==> src/rtl/iterative_muldiv_pkg.sv <==
// Shared types and op-decode helpers for the iterative M-extension unit.
package muldiv_pkg;

  typedef enum logic [2:0] {
    OP_MUL    = 3'd0,
    OP_MULH   = 3'd1,
    OP_MULHSU = 3'd2,
    OP_MULHU  = 3'd3,
    OP_DIV    = 3'd4,
    OP_DIVU   = 3'd5,
    OP_REM    = 3'd6,
    OP_REMU   = 3'd7
  } muldiv_op_t;

  typedef enum logic [1:0] {
    IDLE,
    CALC,
    FIX,
    DONE
  } muldiv_state_t;

  function automatic logic is_div(muldiv_op_t op);
    return op inside {OP_DIV, OP_DIVU, OP_REM, OP_REMU};
  endfunction

  function automatic logic is_rem(muldiv_op_t op);
    return op inside {OP_REM, OP_REMU};
  endfunction

  function automatic logic is_signed_a(muldiv_op_t op);
    return op inside {OP_MULH, OP_MULHSU, OP_DIV, OP_REM};
  endfunction

  function automatic logic is_signed_b(muldiv_op_t op);
    return op inside {OP_MULH, OP_DIV, OP_REM};
  endfunction

endpackage

==> src/rtl/iterative_muldiv_if.sv <==
// Issue/result handshake bundle between the pipe and the muldiv unit.
interface iterative_muldiv_if #(
  parameter int WIDTH = 32
);
  logic             InValid;
  logic             InReady;
  logic [2:0]       Op;
  logic [WIDTH-1:0] Rs1;
  logic [WIDTH-1:0] Rs2;
  logic             OutValid;
  logic             OutReady;
  logic [WIDTH-1:0] Result;

  modport master (
    output InValid, Op, Rs1, Rs2, OutReady,
    input  InReady, OutValid, Result
  );

  modport slave (
    input  InValid, Op, Rs1, Rs2, OutReady,
    output InReady, OutValid, Result
  );
endinterface

==> src/rtl/iterative_muldiv_div_step.sv <==
// One restoring-divide iteration: shift in a dividend bit, trial-subtract.
module div_step #(
  parameter int WIDTH = 32
) (
  input  logic [WIDTH:0]   rem_i,
  input  logic [WIDTH-1:0] divisor_i,
  input  logic             bit_i,
  output logic [WIDTH:0]   rem_o,
  output logic             q_o
);
  logic [WIDTH+1:0] shifted;
  logic [WIDTH+1:0] trial;

  always_comb begin
    shifted = {rem_i, bit_i};
    trial   = shifted - {2'b00, divisor_i};
    q_o     = ~trial[WIDTH+1];
    rem_o   = q_o ? trial[WIDTH:0] : shifted[WIDTH:0];
  end
endmodule

==> src/rtl/iterative_muldiv.sv <==
// Radix-2 multiply / restoring divide, one bit per cycle.
// Define MULDIV_EARLY_OUT_EN to bypass CALC/FIX for trivial operands.
module iterative_muldiv
  import muldiv_pkg::*;
#(
  parameter int WIDTH = 32
) (
  input  logic               clk,
  input  logic               reset,
  input  logic               Flush,
  output logic               Busy,
  iterative_muldiv_if.slave  bus
);
  localparam int CW = $clog2(WIDTH);

  muldiv_state_t      state_q, state_d;
  muldiv_op_t         op_q, op_d, in_op;
  logic               sa_q, sa_d, sb_q, sb_d;
  logic               spec_q, spec_d;
  logic [WIDTH-1:0]   spec_val_q, spec_val_d;
  logic [WIDTH-1:0]   opnd_q, opnd_d;
  logic [2*WIDTH-1:0] acc_q, acc_d;
  logic [WIDTH:0]     rem_q, rem_d;
  logic [CW-1:0]      cnt_q, cnt_d;
  logic [WIDTH-1:0]   result_q, result_d;
  logic               in_ready_q, in_ready_d;
  logic               out_valid_q, out_valid_d;
  logic               busy_q, busy_d;

  logic               neg_a, neg_b, div_zero, ovf, spec_hit;
  logic [WIDTH-1:0]   mag_a, mag_b, spec_val;
  logic [WIDTH:0]     rem_nx, add;
  logic               q_bit;
  logic [2*WIDTH-1:0] prod;
  logic [WIDTH-1:0]   quot, remd, fix_val;

  div_step #(.WIDTH(WIDTH)) u_div_step (
    .rem_i     (rem_q),
    .divisor_i (opnd_q),
    .bit_i     (acc_q[WIDTH-1]),
    .rem_o     (rem_nx),
    .q_o       (q_bit)
  );

  always_comb begin
    in_op    = muldiv_op_t'(bus.Op);
    neg_a    = is_signed_a(in_op) & bus.Rs1[WIDTH-1];
    neg_b    = is_signed_b(in_op) & bus.Rs2[WIDTH-1];
    mag_a    = neg_a ? -bus.Rs1 : bus.Rs1;
    mag_b    = neg_b ? -bus.Rs2 : bus.Rs2;
    div_zero = is_div(in_op) && (bus.Rs2 == '0);
    ovf      = (in_op == OP_DIV || in_op == OP_REM)
            && (bus.Rs1 == {1'b1, {(WIDTH-1){1'b0}}})
            && (&bus.Rs2);
`ifdef MULDIV_EARLY_OUT_EN
    spec_hit = div_zero | ovf
            | (!is_div(in_op) && (bus.Rs1 == '0 || bus.Rs2 == '0));
`else
    spec_hit = div_zero | ovf;
`endif
    spec_val = '0;
    if (div_zero)
      spec_val = is_rem(in_op) ? bus.Rs1 : '1;
    else if (ovf)
      spec_val = is_rem(in_op) ? '0 : bus.Rs1;
  end

  always_comb begin
    add  = {1'b0, acc_q[2*WIDTH-1:WIDTH]}
         + (acc_q[0] ? {1'b0, opnd_q} : '0);
    prod = (sa_q ^ sb_q) ? -acc_q : acc_q;
    quot = (sa_q ^ sb_q) ? -acc_q[WIDTH-1:0] : acc_q[WIDTH-1:0];
    remd = sa_q ? -rem_q[WIDTH-1:0] : rem_q[WIDTH-1:0];
    unique case (op_q)
      OP_MUL:                       fix_val = prod[WIDTH-1:0];
      OP_MULH, OP_MULHSU, OP_MULHU: fix_val = prod[2*WIDTH-1:WIDTH];
      OP_DIV, OP_DIVU:              fix_val = quot;
      OP_REM, OP_REMU:              fix_val = remd;
    endcase
    if (spec_q)
      fix_val = spec_val_q;
  end

  always_comb begin
    state_d    = state_q;
    op_d       = op_q;
    sa_d       = sa_q;
    sb_d       = sb_q;
    spec_d     = spec_q;
    spec_val_d = spec_val_q;
    opnd_d     = opnd_q;
    acc_d      = acc_q;
    rem_d      = rem_q;
    cnt_d      = cnt_q;
    result_d   = result_q;
    unique case (state_q)
      IDLE: begin
        if (bus.InValid && !Flush) begin
          op_d       = in_op;
          sa_d       = neg_a;
          sb_d       = neg_b;
          spec_d     = spec_hit;
          spec_val_d = spec_val;
          // Divide shifts the dividend out of the low accumulator word;
          // multiply shifts the multiplier out of the same place.
          opnd_d     = is_div(in_op) ? mag_b : mag_a;
          acc_d      = {{WIDTH{1'b0}}, is_div(in_op) ? mag_a : mag_b};
          rem_d      = '0;
          cnt_d      = '0;
          state_d    = CALC;
`ifdef MULDIV_EARLY_OUT_EN
          if (spec_hit) begin
            result_d = spec_val;
            state_d  = DONE;
          end
`endif
        end
      end
      CALC: begin
        cnt_d = cnt_q + 1'b1;
        if (is_div(op_q)) begin
          rem_d = rem_nx;
          acc_d = {acc_q[2*WIDTH-1:WIDTH], acc_q[WIDTH-2:0], q_bit};
        end else begin
          acc_d = {add, acc_q[WIDTH-1:1]};
        end
        if (cnt_q == CW'(WIDTH-1))
          state_d = FIX;
      end
      FIX: begin
        result_d = fix_val;
        state_d  = DONE;
      end
      DONE: begin
        if (bus.OutReady)
          state_d = IDLE;
      end
    endcase
    if (Flush)
      state_d = IDLE;
    in_ready_d  = (state_d == IDLE);
    out_valid_d = (state_d == DONE);
    busy_d      = (state_d != IDLE);
  end

  always_ff @(posedge clk) begin
    if (reset) begin
      state_q     <= IDLE;
      op_q        <= OP_MUL;
      sa_q        <= 1'b0;
      sb_q        <= 1'b0;
      spec_q      <= 1'b0;
      spec_val_q  <= '0;
      opnd_q      <= '0;
      acc_q       <= '0;
      rem_q       <= '0;
      cnt_q       <= '0;
      result_q    <= '0;
      in_ready_q  <= 1'b1;
      out_valid_q <= 1'b0;
      busy_q      <= 1'b0;
    end else begin
      state_q     <= state_d;
      op_q        <= op_d;
      sa_q        <= sa_d;
      sb_q        <= sb_d;
      spec_q      <= spec_d;
      spec_val_q  <= spec_val_d;
      opnd_q      <= opnd_d;
      acc_q       <= acc_d;
      rem_q       <= rem_d;
      cnt_q       <= cnt_d;
      result_q    <= result_d;
      in_ready_q  <= in_ready_d;
      out_valid_q <= out_valid_d;
      busy_q      <= busy_d;
    end
  end

  assign bus.InReady  = in_ready_q;
  assign bus.OutValid = out_valid_q;
  assign bus.Result   = result_q;
  assign Busy         = busy_q;
endmodule

==> src/flat_wrapper.sv <==
// flat-port wrapper written by rule: the top's interface ports become plain ports
module iterative_muldiv_flat import muldiv_pkg::*;
#(
  parameter int WIDTH = 32
)
  (clk, reset, Flush, Busy, bus_InValid, bus_Op, bus_Rs1, bus_Rs2, bus_OutReady, bus_InReady, bus_OutValid, bus_Result);
  iterative_muldiv_if #(.WIDTH(WIDTH)) bus_i ();
  input  logic clk;
  input  logic reset;
  input  logic Flush;
  output logic Busy;
  input wire logic [$bits(bus_i.InValid)-1:0] bus_InValid;
  input wire logic [$bits(bus_i.Op)-1:0] bus_Op;
  input wire logic [$bits(bus_i.Rs1)-1:0] bus_Rs1;
  input wire logic [$bits(bus_i.Rs2)-1:0] bus_Rs2;
  input wire logic [$bits(bus_i.OutReady)-1:0] bus_OutReady;
  output wire logic [$bits(bus_i.InReady)-1:0] bus_InReady;
  output wire logic [$bits(bus_i.OutValid)-1:0] bus_OutValid;
  output wire logic [$bits(bus_i.Result)-1:0] bus_Result;
  assign bus_i.InValid = bus_InValid;
  assign bus_i.Op = bus_Op;
  assign bus_i.Rs1 = bus_Rs1;
  assign bus_i.Rs2 = bus_Rs2;
  assign bus_i.OutReady = bus_OutReady;
  assign bus_InReady = bus_i.InReady;
  assign bus_OutValid = bus_i.OutValid;
  assign bus_Result = bus_i.Result;
  iterative_muldiv #(.WIDTH(WIDTH)) u_core (.clk(clk), .reset(reset), .Flush(Flush), .Busy(Busy), .bus(bus_i));
endmodule
==> config.mk <==
export PLATFORM = sky130hd
export DESIGN_NAME = iterative_muldiv_flat
export DESIGN_NICKNAME = d
export VERILOG_FILES = /design/src/rtl/iterative_muldiv_pkg.sv /design/src/rtl/iterative_muldiv_if.sv /design/src/rtl/iterative_muldiv_div_step.sv /design/src/rtl/iterative_muldiv.sv /design/src/flat_wrapper.sv
export SDC_FILE = /design/constraint.sdc
export NUM_CORES = 1
export LEC_CHECK = 0
export ABC_AREA = 1
export CAP_MARGIN = 20
export CORE_MARGIN = 4
export CORE_UTILIZATION = 65
export CTS_BUF_LIST = sky130_fd_sc_hd__clkbuf_4 sky130_fd_sc_hd__clkbuf_8
export CTS_CLUSTER_SIZE = 10
export DETAILED_ROUTE_END_ITERATION = 8
export GPL_TIMING_DRIVEN = 0
export HOLD_SLACK_MARGIN = 0.02
export PLACE_DENSITY = 0.86
export SLEW_MARGIN = 20
export SYNTH_ARGS = -nofsm -noshare
export SYNTH_HDL_FRONTEND = slang
export SYNTH_SLANG_ARGS = --single-unit
==> constraint.sdc <==
create_clock -name clk -period 5.65 [get_ports clk]
set_input_delay 0.8475 -clock clk [delete_from_list [all_inputs] [get_ports clk]]
set_output_delay 0.8475 -clock clk [all_outputs]
set_load 0.005 [all_outputs]
==> out/qor.yml <==
layout_min_cycle_time_ps: 3320
asyncSetResetFlopFracSynth_pct: 0
post_cts_buffers: 0
max-cap-violations: 0
yosysSeqAreaShare_pct: 21.5
cts.clk_slew.worst_paths_ps: 60
gr-total-overflow: 0
synth-main-ff-cell: "sky130_fd_sc_hd__dfxtp_1"
hpwl_um: 64800
die-area_um2: 32800
worst_slack_placed_ps: 2170
synthDistinctLibCells: 52
clock_tree.htree_level_count: 2
final_cell_count_no_fill: 3949
slew_violations: 0
cts_inserted_buffers: 38
clock_skew_ps: 22.0
syn-num-nets: 3534
starting_utilization_of_the_core_area_pct: 65.7
top_level_pins: 107
crit_fanout: 10
setup_repair_after_global_routing_missed_its_margin: "no"
buffer_ports.inserted: 105
tritoncts_num_sinks: 209
drt_first_pass_iters: 9
setup-tns-final_ps: 0
worst-slew-pin-transition_ps: 952
met3_usage_pct: 14.9
number_of_cells_produced_by_synthesis: 3389
worstPathRequired_ps: 6080
number_of_global_route_vias_before_repair: 22300
vias: 25000
met2_usage_pct: 66.7
final.hold.worst_slack_ps: 467
drt_iter0_markers: 4432
fmax_ghz: 0.302
fin_total_pwr_w: 0.00473
mostFrequentLayoutCells: "sky130_fd_sc_hd__nand2_1, sky130_fd_sc_hd__nor2_1, sky130_fd_sc_hd__inv_1"
pwr_density_cell_nw_per_um2: 217
layout-area-overhead-vs-synth_pct: 12.0
report.final.setup_viol: 0
slew-limit-headroom_pct: 36.5
post_synth_main_area_contributors: "sky130_fd_sc_hd__dfxtp_1, sky130_fd_sc_hd__nand2_1, sky130_fd_sc_hd__nor2_1, sky130_fd_sc_hd__a21oi_1, sky130_fd_sc_hd__inv_1"
place_congestion: 1.12
cts-resized-gates: 0
layout.cells.most_common: "sky130_fd_sc_hd__nand2_1"
worst_skew_pair.late_latency_ps: 580
post-synth-top-area-cell: "sky130_fd_sc_hd__dfxtp_1"
die_height_um: 181
final_min_period_over_clock_period_pct: 58.7
tritoncts: "yes"
power.leakage_nw: 10.7
postSynthAreaPerCell_um2: 5.75
grt_start_max_net_pins: 12
wl_per_cell_um: 20.4
detail-route-antenna-nets: 0
cts-hold-fix-buffers: 0
clk_root_buffer_cell: "sky130_fd_sc_hd__clkbuf_8"
die_width_um: 181
grt_pass1_wl_um: 121000
placementRows: 63
globalRoute.busiestLayer: "met2"
timing.hold.worst.class: "reg2reg"
grt_usage_pct: 45.9
crit_type: "reg2reg"
wirelength_um: 80400
worst_ir_drop_vdd_v: 0.000179
cts.path.max_buffers: 3
synth-edff-count: 0
antenna-diode-count: 0
status: "finished, violations left"
gr-usage-met1_pct: 59.5
ys_seq_elements: 209
worst_ep_arrival_time_ps: 3750
final_layout_size_suffix_gt1_share_pct: 5.51
timing.final.hold_violations: 0
synth-warning-count: 0
avg_vias_per_cell: 6.34
share_of_the_synthesized_area_in_the_top_cell_type_pct: 21.5
route.detailed.drc: 4
antenna_violations_before_repair: 5
post_synth_instance_area_um2: 19500
placed_cells: 3884
failed_checks: "design-rule violations"
final_nets: 3679
startpoint_type: "flop"
finalWorstSetupSlack_ps: 2330
core_area_um2: 29600
final.fill_count: 2622
timing.critical_path.to_type: "flop"
path summary, 6_finish.rpt:
check                                           from                                 end  slack (ps)  cells past startpoint
setup reg to reg        u_core.acc_q[0]$_SDFFE_PP0P_       u_core.acc_q[53]$_SDFFE_PP0P_        2330                     17
hold reg to reg   u_core.bus.Result[15]$_SDFFE_PP0N_  u_core.bus.Result[15]$_SDFFE_PP0N_         470                      2
setup / recovery        u_core.acc_q[0]$_SDFFE_PP0P_       u_core.acc_q[53]$_SDFFE_PP0P_        2330                     17
hold / removal    u_core.bus.Result[15]$_SDFFE_PP0N_  u_core.bus.Result[15]$_SDFFE_PP0N_         470                      2
power by group:
group / switching (W) / internal, W / leakage [nW]
clock network: 0.000707 / 0.000882 / 0.428
registers: 0.0000851 / 0.00152 / 1.69
logic: 0.00107 / 0.000473 / 8.54
registers in the layout (all words and copies together) (netlist names):
register	flops
u_core.Busy	1
u_core.acc_q	64
u_core.bus.InReady	1
u_core.bus.OutValid	1
u_core.bus.Result	32
u_core.cnt_q	5
u_core.op_q	3
u_core.opnd_q	32
u_core.rem_q	33
u_core.sa_q	1
u_core.sb_q	1
u_core.spec_q	1
u_core.spec_val_q	32
u_core.state_q	2
per-layer routing:
layer	wire length (um)	part of all wire (%)
met1	29000	36
met2	32000	40
met3	13200	16
met4	6210	7.7
met5	62	0.077
area by class of cell:
cell class | count | area (um^2) | share of cell area [%]
well taps | 390 | 488 | 2.24
clock buffers | 55 | 688 | 3.15
plain buffers | 132 | 613 | 2.81
flip-flops and latches | 209 | 4180 | 19.2
multi-input cells | 2676 | 13300 | 60.9
clock inverters | 10 | 119 | 0.545
repair buffers | 105 | 1050 | 4.82
inverters | 372 | 1400 | 6.40
per-stage QoR:
| stage | util [%] | cell area, um^2 |
|---|---|---|
| final | 73.6 | 21800 |
| after global routing | 73.6 | 21800 |
| after global placement | 70.9 | 21000 |
| after floorplan | - | 19500 |
| after detailed placement | 70.9 | 21000 |
| after CTS | 73.6 | 21800 |
critical path, cell delays in order, from the launching register on:
cell	delay, ps
sky130_fd_sc_hd__dfxtp_1	320
sky130_fd_sc_hd__buf_6	150
sky130_fd_sc_hd__clkbuf_1	370
sky130_fd_sc_hd__nand2_1	100
sky130_fd_sc_hd__inv_1	80
sky130_fd_sc_hd__ha_1	180
sky130_fd_sc_hd__fa_1	200
sky130_fd_sc_hd__nand2_1	60
sky130_fd_sc_hd__inv_1	70
sky130_fd_sc_hd__nand2_1	60
sky130_fd_sc_hd__nand2_1	210
sky130_fd_sc_hd__a21oi_1	170
sky130_fd_sc_hd__o21ai_0	540
sky130_fd_sc_hd__nand2_1	200
sky130_fd_sc_hd__o21ai_0	190
sky130_fd_sc_hd__nand2_1	70
sky130_fd_sc_hd__nand3_1	130
sky130_fd_sc_hd__a21oi_1	80
synth_stat cells (3+ instances only):
cell	number
sky130_fd_sc_hd__nand4_1	40
sky130_fd_sc_hd__o221ai_1	3
sky130_fd_sc_hd__xor2_1	53
sky130_fd_sc_hd__dfxtp_1	209
sky130_fd_sc_hd__nor3_1	22
sky130_fd_sc_hd__buf_2	37
sky130_fd_sc_hd__nor2_1	426
sky130_fd_sc_hd__inv_1	358
sky130_fd_sc_hd__nand3_2	5
sky130_fd_sc_hd__o21ai_1	19
sky130_fd_sc_hd__xnor2_1	28
sky130_fd_sc_hd__nand3_1	251
sky130_fd_sc_hd__clkbuf_1	78
sky130_fd_sc_hd__nor2_2	16
sky130_fd_sc_hd__o211ai_1	62
sky130_fd_sc_hd__a21oi_1	293
sky130_fd_sc_hd__buf_1	6
sky130_fd_sc_hd__clkinv_1	4
sky130_fd_sc_hd__a211oi_1	6
sky130_fd_sc_hd__o21ai_0	188
sky130_fd_sc_hd__nor2_4	9
sky130_fd_sc_hd__nor4_1	10
sky130_fd_sc_hd__a221oi_1	37
sky130_fd_sc_hd__or2_2	10
sky130_fd_sc_hd__o21a_1	5
sky130_fd_sc_hd__o21ai_2	3
sky130_fd_sc_hd__buf_6	8
sky130_fd_sc_hd__ha_1	71
sky130_fd_sc_hd__a21boi_0	4
sky130_fd_sc_hd__a22oi_1	5
sky130_fd_sc_hd__a21oi_2	8
sky130_fd_sc_hd__a31oi_1	17
sky130_fd_sc_hd__nand2_2	18
sky130_fd_sc_hd__buf_4	3
sky130_fd_sc_hd__nand3b_1	24
sky130_fd_sc_hd__inv_2	10
sky130_fd_sc_hd__o21bai_1	18
sky130_fd_sc_hd__nand2_1	995
sky130_fd_sc_hd__a21o_1	12
logic make-up after synthesis:
kind of cell | share of synthesized area, %
flops | 21.5
compound gates | 20.3
xor+xnor | 3.64
buf+inv | 10.3
fa+ha+maj | 4.77
simple gates | 39.5
(Power assumes the default switching activity.)
